[config.mk]
export PLATFORM = sky130hd
export DESIGN_NAME = pe_ws_bank
export DESIGN_NICKNAME = d
export VERILOG_FILES = /design/src/rtl/pe_pkg.sv /design/src/rtl/pe_ws_bank_mac.sv /design/src/rtl/pe_ws_bank.sv
export SDC_FILE = /design/constraint.sdc
export NUM_CORES = 1
export LEC_CHECK = 0
export CAP_MARGIN = 20
export CORE_MARGIN = 2
export CORE_UTILIZATION = 45
export CTS_BUF_LIST = sky130_fd_sc_hd__clkbuf_16
export DETAILED_ROUTE_END_ITERATION = 8
export GPL_TIMING_DRIVEN = 0
export RECOVER_POWER = 50
export SYNTH_ARGS = -nofsm -noshare
export SYNTH_HDL_FRONTEND = slang
export SYNTH_SLANG_ARGS = --single-unit
[constraint.sdc]
create_clock -name clk -period 19.8 [get_ports clk]
set_input_delay 4.95 -clock clk [delete_from_list [all_inputs] [get_ports clk]]
set_output_delay 4.95 -clock clk [all_outputs]
set_load 0.01 [all_outputs]
[src/rtl/pe_pkg.sv]
// Shared types and helpers for the weight-stationary PE.
// Holds the load FSM states, MAC mode codes and the saturating reducer.
package pe_pkg;

  typedef enum logic {
    ST_IDLE,
    ST_LOAD
  } state_t;

  localparam logic MODE_PASS = 1'b0;
  localparam logic MODE_ACC  = 1'b1;

  localparam int SAT_W = 64;

  typedef struct packed {
    logic                    ovf;
    logic signed [SAT_W-1:0] val;
  } sat_t;

  // Clamp a wide signed value into an acc_w-bit signed range.
  function automatic sat_t sat_reduce(
    input logic signed [SAT_W-1:0] value,
    input int                      acc_w
  );
    logic signed [SAT_W-1:0] hi;
    logic signed [SAT_W-1:0] lo;
    sat_t r;
    hi = (64'sd1 <<< (acc_w - 1)) - 64'sd1;
    lo = -hi - 64'sd1;
    r.ovf = 1'b1;
    if (value > hi) begin
      r.val = hi;
    end else if (value < lo) begin
      r.val = lo;
    end else begin
      r.val = value;
      r.ovf = 1'b0;
    end
    return r;
  endfunction

endpackage

[src/rtl/pe_ws_bank_mac.sv]
// Combinational signed multiply-add with saturate or wrap reduction.
// The sum is formed at 2*DATA_W+1 bits before reduction to ACC_W.
module pe_mac_sat
  import pe_pkg::*;
#(
  parameter int DATA_W = 13,
  parameter int ACC_W  = 13,
  parameter int SAT_EN = 1
) (
  input  logic signed [DATA_W-1:0] ele,
  input  logic signed [DATA_W-1:0] w,
  input  logic signed [ACC_W-1:0]  addend,
  output logic signed [ACC_W-1:0]  sum,
  output logic                     ovf
);

  localparam int FW = 2*DATA_W + 1;

  logic signed [2*DATA_W-1:0] prod;
  logic signed [FW-1:0]       full;
  logic signed [SAT_W-1:0]    wide;
  sat_t                       r;
  logic                       unused_hi;

  assign prod = ele * w;
  assign full = FW'(prod) + FW'(addend);
  assign wide = SAT_W'(full);
  assign r    = sat_reduce(wide, ACC_W);

  assign sum = (SAT_EN != 0) ? r.val[ACC_W-1:0]
                             : full[ACC_W-1:0];
  assign ovf = r.ovf;

  assign unused_hi = ^r.val[SAT_W-1:ACC_W];

endmodule

[src/rtl/pe_ws_bank.sv]
// Weight-stationary PE with a synchronously loaded weight bank.
// Forwards elements east and partial sums south, one register each.
module pe_ws_bank
  import pe_pkg::*;
#(
  parameter int DATA_W = 13,
  parameter int ACC_W  = 13,
  parameter int NUM_W  = 4,
  parameter int SAT_EN = 1
) (
  input  logic                     clk,
  input  logic                     reset,
  input  logic                     in_valid,
  input  logic [DATA_W-1:0]        in_ele,
  input  logic [ACC_W-1:0]         in_psum,
  input  logic [$clog2(NUM_W)-1:0] wsel,
  input  logic                     mode,
  input  logic                     acc_clr,
  input  logic                     load_start,
  output logic                     out_valid,
  output logic [DATA_W-1:0]        out_ele,
  output logic [ACC_W-1:0]         out_psum,
  output logic                     busy,
  output logic                     load_done,
  output logic                     sat_flag
);

  localparam int SEL_W = $clog2(NUM_W);

  state_t            state;
  state_t            state_n;
  logic [SEL_W-1:0]  cnt;
  logic [DATA_W-1:0] bank [NUM_W];
  logic [ACC_W-1:0]  acc;
  logic [ACC_W-1:0]  addend;
  logic [ACC_W-1:0]  sum;
  logic              ovf;
  logic              mac_en;
  logic              wr_en;
  logic              last_wr;

  assign mac_en  = (state == ST_IDLE) && in_valid;
  assign wr_en   = (state == ST_LOAD) && in_valid;
  assign last_wr = wr_en && (cnt == SEL_W'(NUM_W - 1));
  assign busy    = (state == ST_LOAD);

  always_comb begin
    state_n = state;
    unique case (state)
      ST_IDLE: if (load_start) state_n = ST_LOAD;
      ST_LOAD: if (last_wr)    state_n = ST_IDLE;
    endcase
  end

  always_ff @(posedge clk or posedge reset) begin
    if (reset) state <= ST_IDLE;
    else       state <= state_n;
  end

  // A cleared accumulate starts from zero in the same cycle.
  always_comb begin
    addend = in_psum;
    if (mode == MODE_ACC) addend = acc_clr ? '0 : acc;
  end

  pe_mac_sat #(
    .DATA_W (DATA_W),
    .ACC_W  (ACC_W),
    .SAT_EN (SAT_EN)
  ) u_mac (
    .ele    (in_ele),
    .w      (bank[wsel]),
    .addend (addend),
    .sum    (sum),
    .ovf    (ovf)
  );

  always_ff @(posedge clk or posedge reset) begin
    if (reset) begin
      cnt <= '0;
      for (int i = 0; i < NUM_W; i++) bank[i] <= '0;
    end else if ((state == ST_IDLE) && load_start) begin
      cnt <= '0;
    end else if (wr_en) begin
      bank[cnt] <= in_ele;
      cnt       <= cnt + 1'b1;
    end
  end

  always_ff @(posedge clk or posedge reset) begin
    if (reset) begin
      out_valid <= 1'b0;
      out_ele   <= '0;
      out_psum  <= '0;
      load_done <= 1'b0;
      sat_flag  <= 1'b0;
      acc       <= '0;
    end else begin
      out_valid <= mac_en;
      load_done <= last_wr;
      if (in_valid) out_ele <= in_ele;
      if (mac_en) begin
        out_psum <= sum;
        if (ovf) sat_flag <= 1'b1;
      end
      if (mac_en && (mode == MODE_ACC)) acc <= sum;
      else if (acc_clr)                 acc <= '0;
    end
  end

endmodule

==> results of run 1 <==
layout by cell type, fill, tap and decap left out, drive strengths merged, types with 3 or more instances in the layout:
cell type and count:
fa 188, xor2 6, mux2 76, nand3b 3, and4 3, clkbuf 62, o22ai 3, nor2 43
o21a 10, a21oi 33, a221oi 3, nand2b 7, o21ai 21, nand2 117, dfrtp 97, a31oi 4
buf 10, xnor2 15, a21o 7, a2111oi 3, a211oi 8, o211ai 15, nor3 14, or2 6
and2 90, o21bai 3, nor2b 9, nand4 9, nand3 6, nor3b 4, inv 256, and3 3
mux4 12, ha 71, clkdlybuf4s50 54, o2111ai 3, mux2i 6
kinds of logic (layout without fill, tap and decap cells):
logic type      Yosys count  in the layout  share of synthesized area
buf+inv                 316            389                     0.0975
fa+ha+maj               259            259                      0.381
xor+xnor                 21             21                     0.0151
compound gates          128            128                     0.0715
simple gates            326            326                      0.139
flops                    97             97                      0.199
mux                      94             94                     0.0971
sequential cells by signal (all words and copies together), names as in the netlist:
| signal | flops |
|---|---|
| load_done | 1 |
| out_psum | 13 |
| bank | 52 |
| out_valid | 1 |
| cnt | 2 |
| acc | 13 |
| busy | 1 |
| out_ele | 13 |
| sat_flag | 1 |
cell type report:
type / instances / area, um2
buffer: 62 / 238
clock inverter: 7 / 88.8
sequential: 97 / 2430
inverter: 254 / 955
multi-input combinational: 828 / 8590
timing repair buffer: 57 / 564
fill: 2499 / 13300
tap: 341 / 427
clock buffer: 9 / 225
layer usage:
metal,wire (um),track usage,up-vias
met5,0,0,-
met4,435,0.0439,0
met3,779,0.0245,25
met2,12800,0.342,144
met1,13600,0.297,4216
li1,-,-,4040
synth_stat cells (9+ instances only):
library cell	instances	share of area
o21ai_0	20	0.0082
o211ai_1	15	0.0092
a21oi_1	33	0.014
mux4_2	12	0.022
dfrtp_1	97	0.20
nor3_1	14	0.0057
ha_1	71	0.073
nor2b_1	9	0.0046
fa_1	188	0.31
clkbuf_1	51	0.016
mux2_2	76	0.070
nand2_1	117	0.036
inv_1	254	0.078
and2_1	90	0.046
o21a_1	10	0.0061
xnor2_1	15	0.011
nor2_1	43	0.013
nand4_1	9	0.0046
through the flow:
step	hold slack, ps	worst slack (ps)	cells	utilization
floorplan	474	7060	1241	-
finish	473	6060	1655	0.504
global placement	462	5600	1638	0.493
detailed placement	469	5510	1639	0.494
global route	504	5380	1655	0.504
CTS	487	5890	1655	0.505
critical path, stage by stage:
cell,delay (ps)
clkbuf_1,370
clkbuf_1,650
mux4_2,630
clkbuf_1,240
nand2_1,170
inv_1,60
ha_1,380
inv_1,90
fa_1,820
inv_1,110
fa_1,480
fa_1,510
fa_1,500
inv_1,50
fa_1,490
inv_1,40
ha_1,260
clkbuf_1,320
a21oi_1,160
o21ai_0,460
o22ai_1,200
a31oi_4,260
nor4bb_1,100
a211oi_2,650
nand4bb_2,370
o21ai_1,440
o211ai_1,170
final timing paths:
| kind | start | end | slack [ps] | cells past startpoint |
|---|---|---|---|---|
| max | wsel[0] | out_psum[10] | 6060 | 27 |
| min | sat_flag | sat_flag | 470 | 1 |
| max reg2reg | bank[51] | out_psum[10] | 11250 | 23 |
| min reg2reg | sat_flag | sat_flag | 470 | 1 |
| max in group asynchronous | reset | out_ele[12] | 10340 | 3 |
| min in group asynchronous | reset | out_valid | 5310 | 2 |
==> results.txt, run 1 <==
DIE AREA: 28500 um2
fraction of layout cells with a size suffix above 1: 0.0944
FF+latch count, synth: 97
Worst-Skew Late Latency: 360 ps
clk buf depth: 2
design area: 13500 um2
# diodes: 0
Synthesized Nets: 1534
Die X: 169 um
Setup Skew: 10.5 ps
TritonCTS Sinks: 97
TNS Setup: 0 ps
gpl congestion: 0.906
total setup buffers inserted after CTS: 0
Cell Area, Synth: 12200 um2
DRT iter0 DRCs: 425
Max-slew headroom: -1.54
slew of the pin with the lowest slew margin: 3810 ps
GRT Overall Usage: 0.207
register area share after synthesis: 0.199
vias per inst: 5.09
MaxCap Viol Count: 1
first-pass GRT wire length: 47100 um
CTS tree: done
# resized after CTS: 0
GRT overflow: 0
H-Tree Level Count: 3
Ys Warns: 0
Layout area overhead: 10.7%
Crit. End Element: register
f_max: 0.0728 GHz
Post-Route WL: 27600 um
Max FO, Critical Path: 10
status: finished, violations left
clock root buffer: clkbuf_16
dpl cell area: 13200 um2
Post-layout nets: 1602
Mapped Avg Cell Area: 9.84 um2
Async S/R FF share, synth: 1.00
CP startpoint kind: input pin
Port Buffers: 56
Worst Hold Class: reg -> reg
Synth Instances: 1241
Final min period: 13740 ps
vias in the first global route: 9102
Top Ports: 64
dominant synthesized flop cell: dfrtp_1
critical path class: in -> reg
CP required: 20010 ps
endpoints failing setup: 0
first-pass detailed-route iteration total: 5
CTS Hold Buffers Added: 0
Final ANT Viol Nets: 0
hpwl dp: 22900 um
library cells used by synthesis: 65
largest net degree at the start of global routing: 70
number of flops mapped to enable cells by yosys: 0
Tcrit/Tclk final: 0.694
row count: 60
antenna violations before repair: 0
DR vias: 8425
failing checks: max-capacitance violations, max-slew violations
Clock Pin Slew Worst Setup and Hold Paths: 80 ps
fin. max-slew vios: 70
initial core utilization: 0.456
final count of hold timing violations: 0
RSZ-0062 raised after global routing: false
TritonCTS buffer count: 9
die height: 169 um
core area: 26800 um2
DRC viols: 0
routed len/inst: 16.7 um
critical path data arrival time: 13950 ps
Power of run 1 is not shown: default switching activity piles up to over one toggle a cycle in this logic, so the estimate is an artifact.
==> inputs of run 2 (changes only) <==
PLACE_DENSITY = 0.65   (was unset)
clock period = 11.9 ns   (was 19.8 ns; I/O delays follow)
==> results.txt, run 2 (synthesis gave the netlist of run 1 again) <==
Layout area overhead: 10.8%
Worst-Skew Late Latency: 360 ps (about the same)
clock root buffer: clkbuf_16
final count of hold timing violations: 0 (unchanged)
clk buf depth: 2 (unchanged)
Die X: 169 um (unchanged)
first-pass detailed-route iteration total: 5 (unchanged)
dpl cell area: 13200 um2 (unchanged)
routed len/inst: 16.7 um (+0.32%)
most frequent cells in the layout: inv_1 (253), fa_1 (188), nand2_1 (117), dfrtp_1 (97), and2_1 (89)
CP startpoint kind: input pin
GRT overflow: 0 (unchanged)
RSZ-0062 raised after global routing: false
Crit. End Element: register
Worst path slowest cell: fa_1
Final min period: 11360 ps
Worst path top cell family by delay: adder cells
Worst Hold Class: reg -> reg
Largest register FFs: 52 (unchanged)
H-Tree Level Count: 3 (unchanged)
slew of the pin with the lowest slew margin: 3770 ps (-37.4 ps)
fraction of layout cells with a size suffix above 1: 0.101 (+0.00670)
core area: 26800 um2 (unchanged)
failing checks: max-capacitance violations, max-slew violations
Top Ports: 64 (unchanged)
r2r startpoint: bank[25]
Post-layout nets: 1604 (+0.12%)
Min-Delay Path Depth: 1 (unchanged)
CTS Hold Buffers Added: 0 (unchanged)
worst flop-to-flop path endpoint: out_psum[5]
design area: 13500 um2 (+0.12%)
Max FO, Critical Path: 10 (unchanged)
CTS tree: done
DR vias: 8599 (+2.1%)
initial core utilization: 0.456 (unchanged)
TritonCTS Sinks: 97 (unchanged)
Tcrit/Tclk final: 0.955
utilization after layout: 0.505 (+0.000607)
Top reg by flops: bank
# diodes: 0 (unchanged)
largest net degree at the start of global routing: 71 (+1.4%)
MaxCap Viol Count: 1 (unchanged)
hpwl dp: 22700 um (-0.95%)
Port Buffers: 56 (unchanged)
TritonCTS buffer count: 9 (unchanged)
most common cell after layout, fill and taps aside: inv_1
Crit path buffers/inverters: 10 (+1)
PnR worst setup slack: 539 ps (-5520 ps)
gpl congestion: 0.897 (-0.94%)
f_max: 0.0880 GHz
endpoints failing setup: 0 (unchanged)
Setup Skew: 11.3 ps (+0.781 ps)
hold path startpoint: sat_flag
status: finished, violations left
fin. max-slew vios: 71 (+1.4%)
flop-to-flop setup slack: 3660 ps (-7590 ps)
critical path class: in -> reg
DIE AREA: 28500 um2 (unchanged)
Post-Route WL: 27700 um (+0.44%)
die height: 169 um (unchanged)
reg2reg path depth: 23 (unchanged)
vias per inst: 5.19 (+1.9%)
GRT Overall Usage: 0.208 (+0.000937)
DRC viols: 0 (unchanged)
Clock Pin Slew Worst Setup and Hold Paths: 70 ps (about the same)
Max-slew headroom: -1.51 (+0.0250)
vias in the first global route: 9396 (+3.2%)
CP max stage delay: 800 ps (-20 ps)
CP required: 12140 ps (-7870 ps)
Hold Crit Endpoint: sat_flag
TNS Setup: 0 ps (unchanged)
DRT iter0 DRCs: 449 (+5.6%)
critical path data arrival time: 11600 ps (-2350 ps)
first-pass GRT wire length: 47300 um (+0.41%)
Final ANT Viol Nets: 0 (unchanged)
dpl ws: -325 ps (-5840 ps)
row count: 60 (unchanged)
antenna violations before repair: 0 (unchanged)
-- run 2: worst register-to-register path, stage by stage (launching register included) --
cell	delay, ps
dfrtp_1	390
mux2_2	270
o21ai_0	640
clkbuf_2	400
fa_1	510
fa_1	550
inv_1	50
fa_1	480
fa_1	510
fa_1	540
inv_1	60
fa_1	530
inv_1	50
ha_1	280
clkbuf_2	170
o21a_1	220
a211oi_1	270
a31oi_1	230
nand4_1	210
nand4_1	170
a2111oi_0	610
nand4bb_2	330
o21ai_1	450
o211ai_1	180
-- run 2: metrics by stage --
step           std cells  hold WS (ps)
3_5_place_dp        1639           462
4_1_cts             1655           479
5_1_grt             1657           514
3_3_place_gp        1638           460
6_report            1657           472
2_1_floorplan       1241           474
-- run 2: timing repair --
item / CTS / global route
setup endpoints to repair: 0 / 25
resized for setup: 0 / 9
hold endpoints to repair: 0 / 0
setup buffers: 0 / 2
-- run 2: how the worst max path moves through the flow --
stage,slack (ps),to,start,cells after the start
final,540,sat_flag,wsel[0],28
after global routing,8,sat_flag,wsel[0],28
after CTS,30,out_psum[10],wsel[0],27
after detailed placement,-330,out_psum[10],wsel[0],27
after global placement,-230,sat_flag,wsel[0],27
after floorplan,1130,sat_flag,wsel[0],27
-- run 2: layer usage --
| metal | vias up | GRT usage | wire length (um) |
|---|---|---|---|
| met3 | 32 | 0.0255 | 890 |
| met4 | 0 | 0.0499 | 481 |
| met1 | 4354 | 0.286 | 13000 |
| li1 | 4057 | - | - |
| met2 | 156 | 0.354 | 13300 |
| met5 | - | 0 | 0 |
-- run 2: final cells by class --
| type | instances | area, um2 |
|---|---|---|
| sequential | 97 | 2430 |
| multi-input combinational | 828 | 8610 |
| buffer | 62 | 241 |
| fill | 2464 | 13300 |
| tap | 341 | 427 |
| inverter | 254 | 955 |
| clock buffer | 9 | 225 |
| clock inverter | 7 | 70.1 |
| timing repair buffer | 59 | 579 |
Power of run 2 is left out for the same reason.
